**src/rtl/mem_write_arbiter_if.sv**
```systemverilog
// Requester-side bus of the mem-queue write arbiter: one lane per pipeline requester,
// packed lane-major (lane i occupies bits [i*W +: W] of each field).
interface mem_write_arbiter_if #(
  parameter int NREQ = 4
);
  logic [NREQ-1:0]     req_valid;
  logic [NREQ-1:0]     req_ready;
  logic [8*NREQ-1:0]   req_read_num;
  logic [256*NREQ-1:0] req_data;
  logic [NREQ-1:0]     req_last;
  logic [NREQ-1:0]     req_nodata;
  logic [7*NREQ-1:0]   req_ret;

  // Handshake: lane i transfers on a rising clk edge where req_valid[i] && req_ready[i];
  // req_ready is combinational and one-hot, the requester holds its fields while valid.
  modport master (
    output req_valid, req_read_num, req_data, req_last, req_nodata, req_ret,
    input  req_ready
  );

  modport slave (
    input  req_valid, req_read_num, req_data, req_last, req_nodata, req_ret,
    output req_ready
  );
endinterface

```
**src/rtl/mem_write_arbiter.sv**
```systemverilog
// Round-robin arbiter funnelling requester entries into the mem-queue write port,
// tracking a per-read slot pointer and reporting size/ret when a read closes.
module mem_write_arbiter #(
  parameter int NREQ     = 4,
  parameter int MAX_SLOT = 101
) (
  input  logic               clk,
  input  logic               reset_n,
  input  logic               stall,
  mem_write_arbiter_if.slave bus,
  output logic               mem_we_1,
  output logic [7:0]         mem_read_num_1,
  output logic [6:0]         mem_addr_1,
  output logic [255:0]       mem_data_1,
  output logic               mem_size_valid,
  output logic [6:0]         mem_size,
  output logic [7:0]         mem_size_read_num,
  output logic               ret_valid,
  output logic [6:0]         ret,
  output logic [7:0]         ret_read_num,
  output logic               init_busy,
  output logic               overflow_err,
  output logic               o_dbg_state
);
  localparam int IW = (NREQ > 1) ? $clog2(NREQ) : 1;

  typedef enum logic {ST_CLEAR = 1'b0, ST_RUN = 1'b1} state_t;

  state_t          r_state;
  state_t          w_state_next;
  logic [7:0]      r_clr_cnt;
  logic [6:0]      r_ptr_tab [256];
  logic [IW-1:0]   r_rr_ptr;

  logic            w_allow;
  logic            w_found;
  logic            w_xfer;
  logic [IW-1:0]   w_gnt_idx;
  logic [IW:0]     w_cand;
  logic [NREQ-1:0] w_ready;
  logic [7:0]      w_rd_num;
  logic [255:0]    w_data;
  logic [6:0]      w_ret;
  logic            w_last;
  logic            w_nodata;
  logic [6:0]      w_ptr_cur;
  logic            w_full;
  logic            w_do_write;
  logic            w_ovf_hit;
  logic            w_close;
  logic [6:0]      w_size;

  // Clear sequence: one table entry per cycle, restarted by any reset.
  always_ff @(posedge clk) begin
    if (!reset_n) begin
      r_state   <= ST_CLEAR;
      r_clr_cnt <= '0;
    end else begin
      r_state <= w_state_next;
      if (r_state == ST_CLEAR) r_clr_cnt <= r_clr_cnt + 8'd1;
    end
  end

  always_comb begin
    w_state_next = r_state;
    case (r_state)
      ST_CLEAR: if (r_clr_cnt == 8'hFF) w_state_next = ST_RUN;
      ST_RUN:   w_state_next = ST_RUN;
      default:  w_state_next = ST_CLEAR;
    endcase
  end

  assign init_busy   = reset_n & (r_state == ST_CLEAR);
  assign o_dbg_state = r_state;
  assign w_allow     = reset_n & ~stall & (r_state == ST_RUN);

  // First valid lane at or after r_rr_ptr, scanning upward with wrap.
  always_comb begin
    w_found   = 1'b0;
    w_gnt_idx = '0;
    w_cand    = '0;
    for (int k = 0; k < NREQ; k++) begin
      w_cand = {1'b0, r_rr_ptr} + (IW+1)'(k);
      if (w_cand >= (IW+1)'(NREQ)) w_cand = w_cand - (IW+1)'(NREQ);
      if (!w_found && bus.req_valid[w_cand[IW-1:0]]) begin
        w_found   = 1'b1;
        w_gnt_idx = w_cand[IW-1:0];
      end
    end
  end

  assign w_xfer = w_allow & w_found;

  always_comb begin
    w_ready = '0;
    if (w_xfer) w_ready[w_gnt_idx] = 1'b1;
  end

  assign bus.req_ready = w_ready;

  assign w_rd_num  = bus.req_read_num[w_gnt_idx*8 +: 8];
  assign w_data    = bus.req_data[w_gnt_idx*256 +: 256];
  assign w_ret     = bus.req_ret[w_gnt_idx*7 +: 7];
  assign w_last    = bus.req_last[w_gnt_idx];
  assign w_nodata  = bus.req_nodata[w_gnt_idx];

  // A full read keeps its pointer at MAX_SLOT, so the 7-bit increment never wraps.
  assign w_ptr_cur  = r_ptr_tab[w_rd_num];
  assign w_full     = (w_ptr_cur == 7'(MAX_SLOT));
  assign w_do_write = w_xfer & ~w_nodata & ~w_full;
  assign w_ovf_hit  = w_xfer & ~w_nodata & w_full;
  assign w_close    = w_xfer & w_last;
  assign w_size     = w_ptr_cur + {6'd0, w_do_write};

  always_ff @(posedge clk) begin
    if (reset_n && r_state == ST_CLEAR) r_ptr_tab[r_clr_cnt] <= '0;
    else if (w_close)                   r_ptr_tab[w_rd_num] <= '0;
    else if (w_do_write)                r_ptr_tab[w_rd_num] <= w_ptr_cur + 7'd1;
  end

  always_ff @(posedge clk) begin
    if (!reset_n) begin
      mem_we_1          <= 1'b0;
      mem_read_num_1    <= '0;
      mem_addr_1        <= '0;
      mem_data_1        <= '0;
      mem_size_valid    <= 1'b0;
      mem_size          <= '0;
      mem_size_read_num <= '0;
      ret_valid         <= 1'b0;
      ret               <= '0;
      ret_read_num      <= '0;
      overflow_err      <= 1'b0;
      r_rr_ptr          <= '0;
    end else begin
      mem_we_1       <= w_do_write;
      mem_size_valid <= w_close;
      ret_valid      <= w_close;
      if (w_do_write) begin
        mem_read_num_1 <= w_rd_num;
        mem_addr_1     <= w_ptr_cur;
        mem_data_1     <= w_data;
      end
      if (w_close) begin
        mem_size          <= w_size;
        mem_size_read_num <= w_rd_num;
        ret               <= w_ret;
        ret_read_num      <= w_rd_num;
      end
      if (w_ovf_hit) overflow_err <= 1'b1;
      if (w_xfer) r_rr_ptr <= (w_gnt_idx == IW'(NREQ-1)) ? '0 : w_gnt_idx + IW'(1);
    end
  end
endmodule

```
**src/flat_wrapper.sv**
```systemverilog
// flat-port wrapper written by rule: the top's interface ports become plain ports
module mem_write_arbiter_flat 
#(
  parameter int NREQ     = 4,
  parameter int MAX_SLOT = 101
)
  (clk, reset_n, stall, mem_we_1, mem_read_num_1, mem_addr_1, mem_data_1, mem_size_valid, mem_size, mem_size_read_num, ret_valid, ret, ret_read_num, init_busy, overflow_err, o_dbg_state, bus_req_valid, bus_req_read_num, bus_req_data, bus_req_last, bus_req_nodata, bus_req_ret, bus_req_ready);
  mem_write_arbiter_if #(.NREQ(NREQ)) bus_i ();
  input  logic clk;
  input  logic reset_n;
  input  logic stall;
  output logic mem_we_1;
  output logic [7:0] mem_read_num_1;
  output logic [6:0] mem_addr_1;
  output logic [255:0] mem_data_1;
  output logic mem_size_valid;
  output logic [6:0] mem_size;
  output logic [7:0] mem_size_read_num;
  output logic ret_valid;
  output logic [6:0] ret;
  output logic [7:0] ret_read_num;
  output logic init_busy;
  output logic overflow_err;
  output logic o_dbg_state;
  input wire logic [$bits(bus_i.req_valid)-1:0] bus_req_valid;
  input wire logic [$bits(bus_i.req_read_num)-1:0] bus_req_read_num;
  input wire logic [$bits(bus_i.req_data)-1:0] bus_req_data;
  input wire logic [$bits(bus_i.req_last)-1:0] bus_req_last;
  input wire logic [$bits(bus_i.req_nodata)-1:0] bus_req_nodata;
  input wire logic [$bits(bus_i.req_ret)-1:0] bus_req_ret;
  output wire logic [$bits(bus_i.req_ready)-1:0] bus_req_ready;
  assign bus_i.req_valid = bus_req_valid;
  assign bus_i.req_read_num = bus_req_read_num;
  assign bus_i.req_data = bus_req_data;
  assign bus_i.req_last = bus_req_last;
  assign bus_i.req_nodata = bus_req_nodata;
  assign bus_i.req_ret = bus_req_ret;
  assign bus_req_ready = bus_i.req_ready;
  mem_write_arbiter #(.NREQ(NREQ), .MAX_SLOT(MAX_SLOT)) u_core (.clk(clk), .reset_n(reset_n), .stall(stall), .bus(bus_i), .mem_we_1(mem_we_1), .mem_read_num_1(mem_read_num_1), .mem_addr_1(mem_addr_1), .mem_data_1(mem_data_1), .mem_size_valid(mem_size_valid), .mem_size(mem_size), .mem_size_read_num(mem_size_read_num), .ret_valid(ret_valid), .ret(ret), .ret_read_num(ret_read_num), .init_busy(init_busy), .overflow_err(overflow_err), .o_dbg_state(o_dbg_state));
endmodule
```
**config.mk**
```make
export PLATFORM = sky130hd
export DESIGN_NAME = mem_write_arbiter_flat
export DESIGN_NICKNAME = d
export VERILOG_FILES = /design/src/rtl/mem_write_arbiter_if.sv /design/src/rtl/mem_write_arbiter.sv /design/src/flat_wrapper.sv
export SDC_FILE = /design/constraint.sdc
export NUM_CORES = 2
export LEC_CHECK = 0
export ABC_AREA = 1
export CAP_MARGIN = 5
export CORE_AREA = 10 10 548 550
export DETAILED_ROUTE_END_ITERATION = 8
export DIE_AREA = 0 0 558 560
export HOLD_SLACK_MARGIN = 0.1
export MAX_ROUTING_LAYER = met4
export PLACE_DENSITY_LB_ADDON = 0.05
export SYNTH_ARGS = -nofsm -noshare
export SYNTH_HDL_FRONTEND = slang
export SYNTH_SLANG_ARGS = --single-unit
```
**constraint.sdc**
```tcl
create_clock -name clk -period 16.7 [get_ports clk]
set_input_delay 1.67 -clock clk [delete_from_list [all_inputs] [get_ports clk]]
set_output_delay 1.67 -clock clk [all_outputs]
set_load 0.01 [all_outputs]
```
==> results.txt <==
The H-tree was split into 4 levels. The mean number of vias per cell is around 5.6. The synthesized instance count is 9277. The total overflow reported by the global router is 0. The clock tree from TritonCTS is built.

The area of the core came out at just under 0.3 mm2. OpenSTA, run right after detailed placement, puts the worst setup slack at 4.428 ns. The remaining max-slew budget at the tightest pin came out at 10.77%.

Setup slack closes at 5.304 ns. The class of the worst hold path is reg2reg. The category of the worst setup path launch point is a primary input.

The part of the power in the clock network is about two fifths. The switching part of the total came out at 28.53%. The flow ran to the end, and the final reports show no timing, DRC or antenna violations. Across the VDD grid, the largest voltage drop is 0.00008577 V. The sequential-to-total area share from yosys stat is ~64%.

The switching power came out at ~3.7 mW. The clock skew is between 0.09 and 0.1 ns. The worst setup path is captured at a flip-flop. Leaving out fill and tap cells, the most frequent cell in the layout is nand2_1.

The worst path required time came out at roughly 17 ns. Summing the areas of all compound-gate instances in the mapped netlist gives roughly 6.7% of the synthesized area. The final layout contains routed wiring with a total length of 549500 um. The number of nets in the synthesized netlist is between 10000 and 15000. Of all nets on the critical path, the largest fanout is ~100. Among all flip-flop cells after synthesis, the most frequent one is edfxtp_1.

The placed wire-length estimate came out at 413200 um. The number of flops mapped to enable cells by yosys came out at between 1500 and 2000. For met3 alone, demand over resource in global routing was 9.321%. The die width is around 560 um. The number of cells after detailed placement came out at between 10000 and 15000. The clock reaches the later pin of the worst-skew pair after 0.93 ns. After synthesis, the share of cell area in mux cells is 0%. The clock-pin slew reported for the worst setup and hold paths after clock tree synthesis is about 0.06 ns.

The I/O pin count came out at around 1400. The synthesized area per cell is approximately 10 um2. The filler cells instantiated in the layout total between 20000 and 30000.

The critical path is of the in2reg type. The final net count is ~11000. The routability congestion estimate from global placement is 1.137.

The cell leakage power is ~44 nW. The global routing usage on met2 came out at between 40% and 50%. Global routing used ~34% of the available tracks.

Of the cells placed in the final design, the portion with a size suffix greater than 1 is about 5.4%. The fraction of met1 tracks used by global routing is roughly half. The final period utilization came out at between 60% and 70%.

The die covers 0.3125 mm2. The number of hold buffers added after CTS came out at 0. At the pin with the least slew margin, the transition time is between 1 and 1.5 ns.

Combinational logic is responsible for 16.0% of the overall power. The initial core utilization came out at roughly a third. The area share of and/or/nand/nor cells after synthesis came out at 23.76%. The Yosys warning count is 0. The final setup TNS came out at 0 ns.

Of the total synthesized cell area, the portion taken by XOR and XNOR cells is less than 1%. The power share of the sequential group came out at a little over two fifths. The post-cts gate resize count is 0.

The root cell of the clock tree is clkbuf_16. The count of endpoints failing setup in the final report came out at 0. The total count of hold-check failures in the final report came to 0.

The largest family of logic cells by synthesized area is simple AND/OR/NAND/NOR gates. The violation count after the first detailed-route iteration is ~12000. For this run, design rule violations remaining after detail routing come to 0. The number of search-and-repair iterations in the first detailed-routing pass is 6. The library cells used most frequently in the layout, excluding fill and tap cells, are nand2_1 (2802), nand3_1 (1937), edfxtp_1 (1792). The cell occurring most often along the worst timing path is nand3_1. The clock period could shrink to ~11 ns. The worst path arrival time is between 10 and 15 ns. The number of setup buffers added after CTS is 0. The count of placed standard cells in the final layout, fillers left out came out at 14467. On the critical path, the stage with the largest delay is an instance of nand3_2. In this run, distinct cell masters in the synthesized netlist total between 40 and 50. The number of clock sinks seen by CTS is 2099. The via count of the first global-routing pass came to roughly 74000. The antenna violation net count after detailed routing is 0.

Internal power comes to roughly 9 mW. The power density of the placed cells is 108.8 mW/mm2. After detailed routing, the average wire length per cell comes to ~38 um. Max-cap violations in this run came to 0. The wire length of the first global-routing pass is about 700000 um. The floorplan has 198 rows. The via total after detailed routing came out at between 80000 and 90000. The number of buffers on the longest clock path is 4. The count of input and output buffers came out at ~1400. The layout overhead on the synthesized area came out at 26.63%. The biggest cell delay along the critical path came out at 0.88 ns. The number of antenna violations at the first check in global routing is ~230. Setup repair after global routing left no endpoint under its margin. The area share of fa/ha/maj cells after synthesis is less than 1%.

In this run the most used layer during global routing was met1. After synthesis, the share of flip-flops with an asynchronous set or reset is 0%. The synthesized netlist occupies a cell area of roughly 0.093 mm2.

The post-synthesis sequential element count is between 2000 and 2500. The maximum clock frequency came out at 87.75 MHz. The number of buffers added by the clock tree synthesis step is between 200 and 250.

The number of max-slew violations in the final report came out at 0. The largest net degree at the start of global routing is 177. The height of the chip came out at 560 um.
[per-stage QoR]
stage	hold WS (ns)	area, um2	util, %	power [mW]
floorplan	0.4555	93180	-	6.662
finish	0.4564	118000	40.74	12.84
global placement	0.4537	110100	38.00	7.713
detailed placement	0.4433	110100	38.00	7.702
global route	0.4878	117900	40.71	13.18
CTS	0.4549	117600	40.61	12.85
[cell type report]
type,count,area [um2],share of cell area [%]
Sequential cell,2099,59960,50.82
Tap cell,3800,4755,4.030
Inverter,364,1384,1.173
Antenna cell,149,372.9,0.3160
Timing Repair Buffer,1529,15290,12.96
Clock inverter,120,1112,0.9428
Multi-Input combinational cell,6098,28680,24.31
Clock buffer,308,6432,5.452
[synth_stat cells, types with 3 or more instances]
master / instances / area share, %
nand2_2: 31 / 0.21
nor2_2: 14 / 0.094
o21ai_2: 4 / 0.038
buf_1: 77 / 0.31
o21bai_1: 7 / 0.056
a31oi_1: 9 / 0.060
nor3_1: 8 / 0.043
a211oi_1: 6 / 0.048
nor2_1: 300 / 1.2
clkbuf_1: 331 / 1.3
clkinv_1: 3 / 0.012
dfxtp_1: 307 / 6.6
ha_1: 9 / 0.12
o21ai_0: 312 / 1.7
inv_2: 10 / 0.040
a21oi_1: 288 / 1.5
nand3_2: 16 / 0.17
buf_6: 17 / 0.21
o211ai_1: 47 / 0.38
nor2_4: 14 / 0.17
nand3_1: 1937 / 10
a32oi_2: 4 / 0.070
buf_4: 63 / 0.51
inv_1: 351 / 1.4
xor2_1: 6 / 0.056
edfxtp_1: 1792 / 58
nand4_1: 8 / 0.054
a32o_1: 256 / 2.8
o21ai_1: 3 / 0.016
nand2_1: 2805 / 11
or2_1: 3 / 0.020
buf_2: 228 / 1.2
[worst max-delay path: cells and delay by family]
family	cells	cell delay, ns
fa+ha+maj	1	0.19
simple gates	24	6.05
buf+inv	10	3.75
[flip-flops by register name (all words and copies together), names as in the netlist]
name and cells:
u_core.mem_data_1 256, u_core.mem_addr_1 7, u_core.mem_we_1 1, u_core.r_clr_cnt 8, u_core.mem_read_num_1 8, u_core.r_rr_ptr 2
u_core.r_ptr_tab 1792, u_core.o_dbg_state 1, u_core.mem_size_read_num 8, u_core.ret 7, u_core.mem_size_valid 1, u_core.overflow_err 1
u_core.mem_size 7
[path summary, 6_finish.rpt]
path                                                        from                                end  slack [ns]  cells past startpoint
worst max-delay path                            bus_req_valid[0]  u_core.r_ptr_tab[32][3]$_DFFE_PP_        5.30                     35
worst min-delay path            u_core.overflow_err$_SDFFE_PN0P_   u_core.overflow_err$_SDFFE_PN0P_        0.46                      2
worst max register to register   u_core.r_rr_ptr[0]$_SDFFE_PN0P_  u_core.r_ptr_tab[32][3]$_DFFE_PP_        5.75                     36
worst min register to register  u_core.overflow_err$_SDFFE_PN0P_   u_core.overflow_err$_SDFFE_PN0P_        0.46                      2
[layer usage]
layer,wire (um),share of wire (%),up-vias
met5,0,0,-
met2,226200,41,4656
met4,11440,2.1,0
li1,-,-,34706
met1,250800,46,41103
met3,61100,11,616
[logic make-up after synthesis]
family | Yosys count
and+or+nand+nor | 5144
DFF | 2099
buffers and inverters | 1080
AOI/OAI and AO/OA | 938
adders and majority gates | 9
xor gates and xnor gates | 7
[power groups by stage]
stage	combinational (mW)	clock [mW]	sequential, mW
detailed placement	1.98	0	5.72
floorplan	0.942	0	5.72
global placement	1.99	0	5.72
CTS	1.99	5.25	5.61
global route	2.12	5.46	5.61
finish	2.05	5.18	5.61
Note: power is estimated with default switching activity, not from simulation.
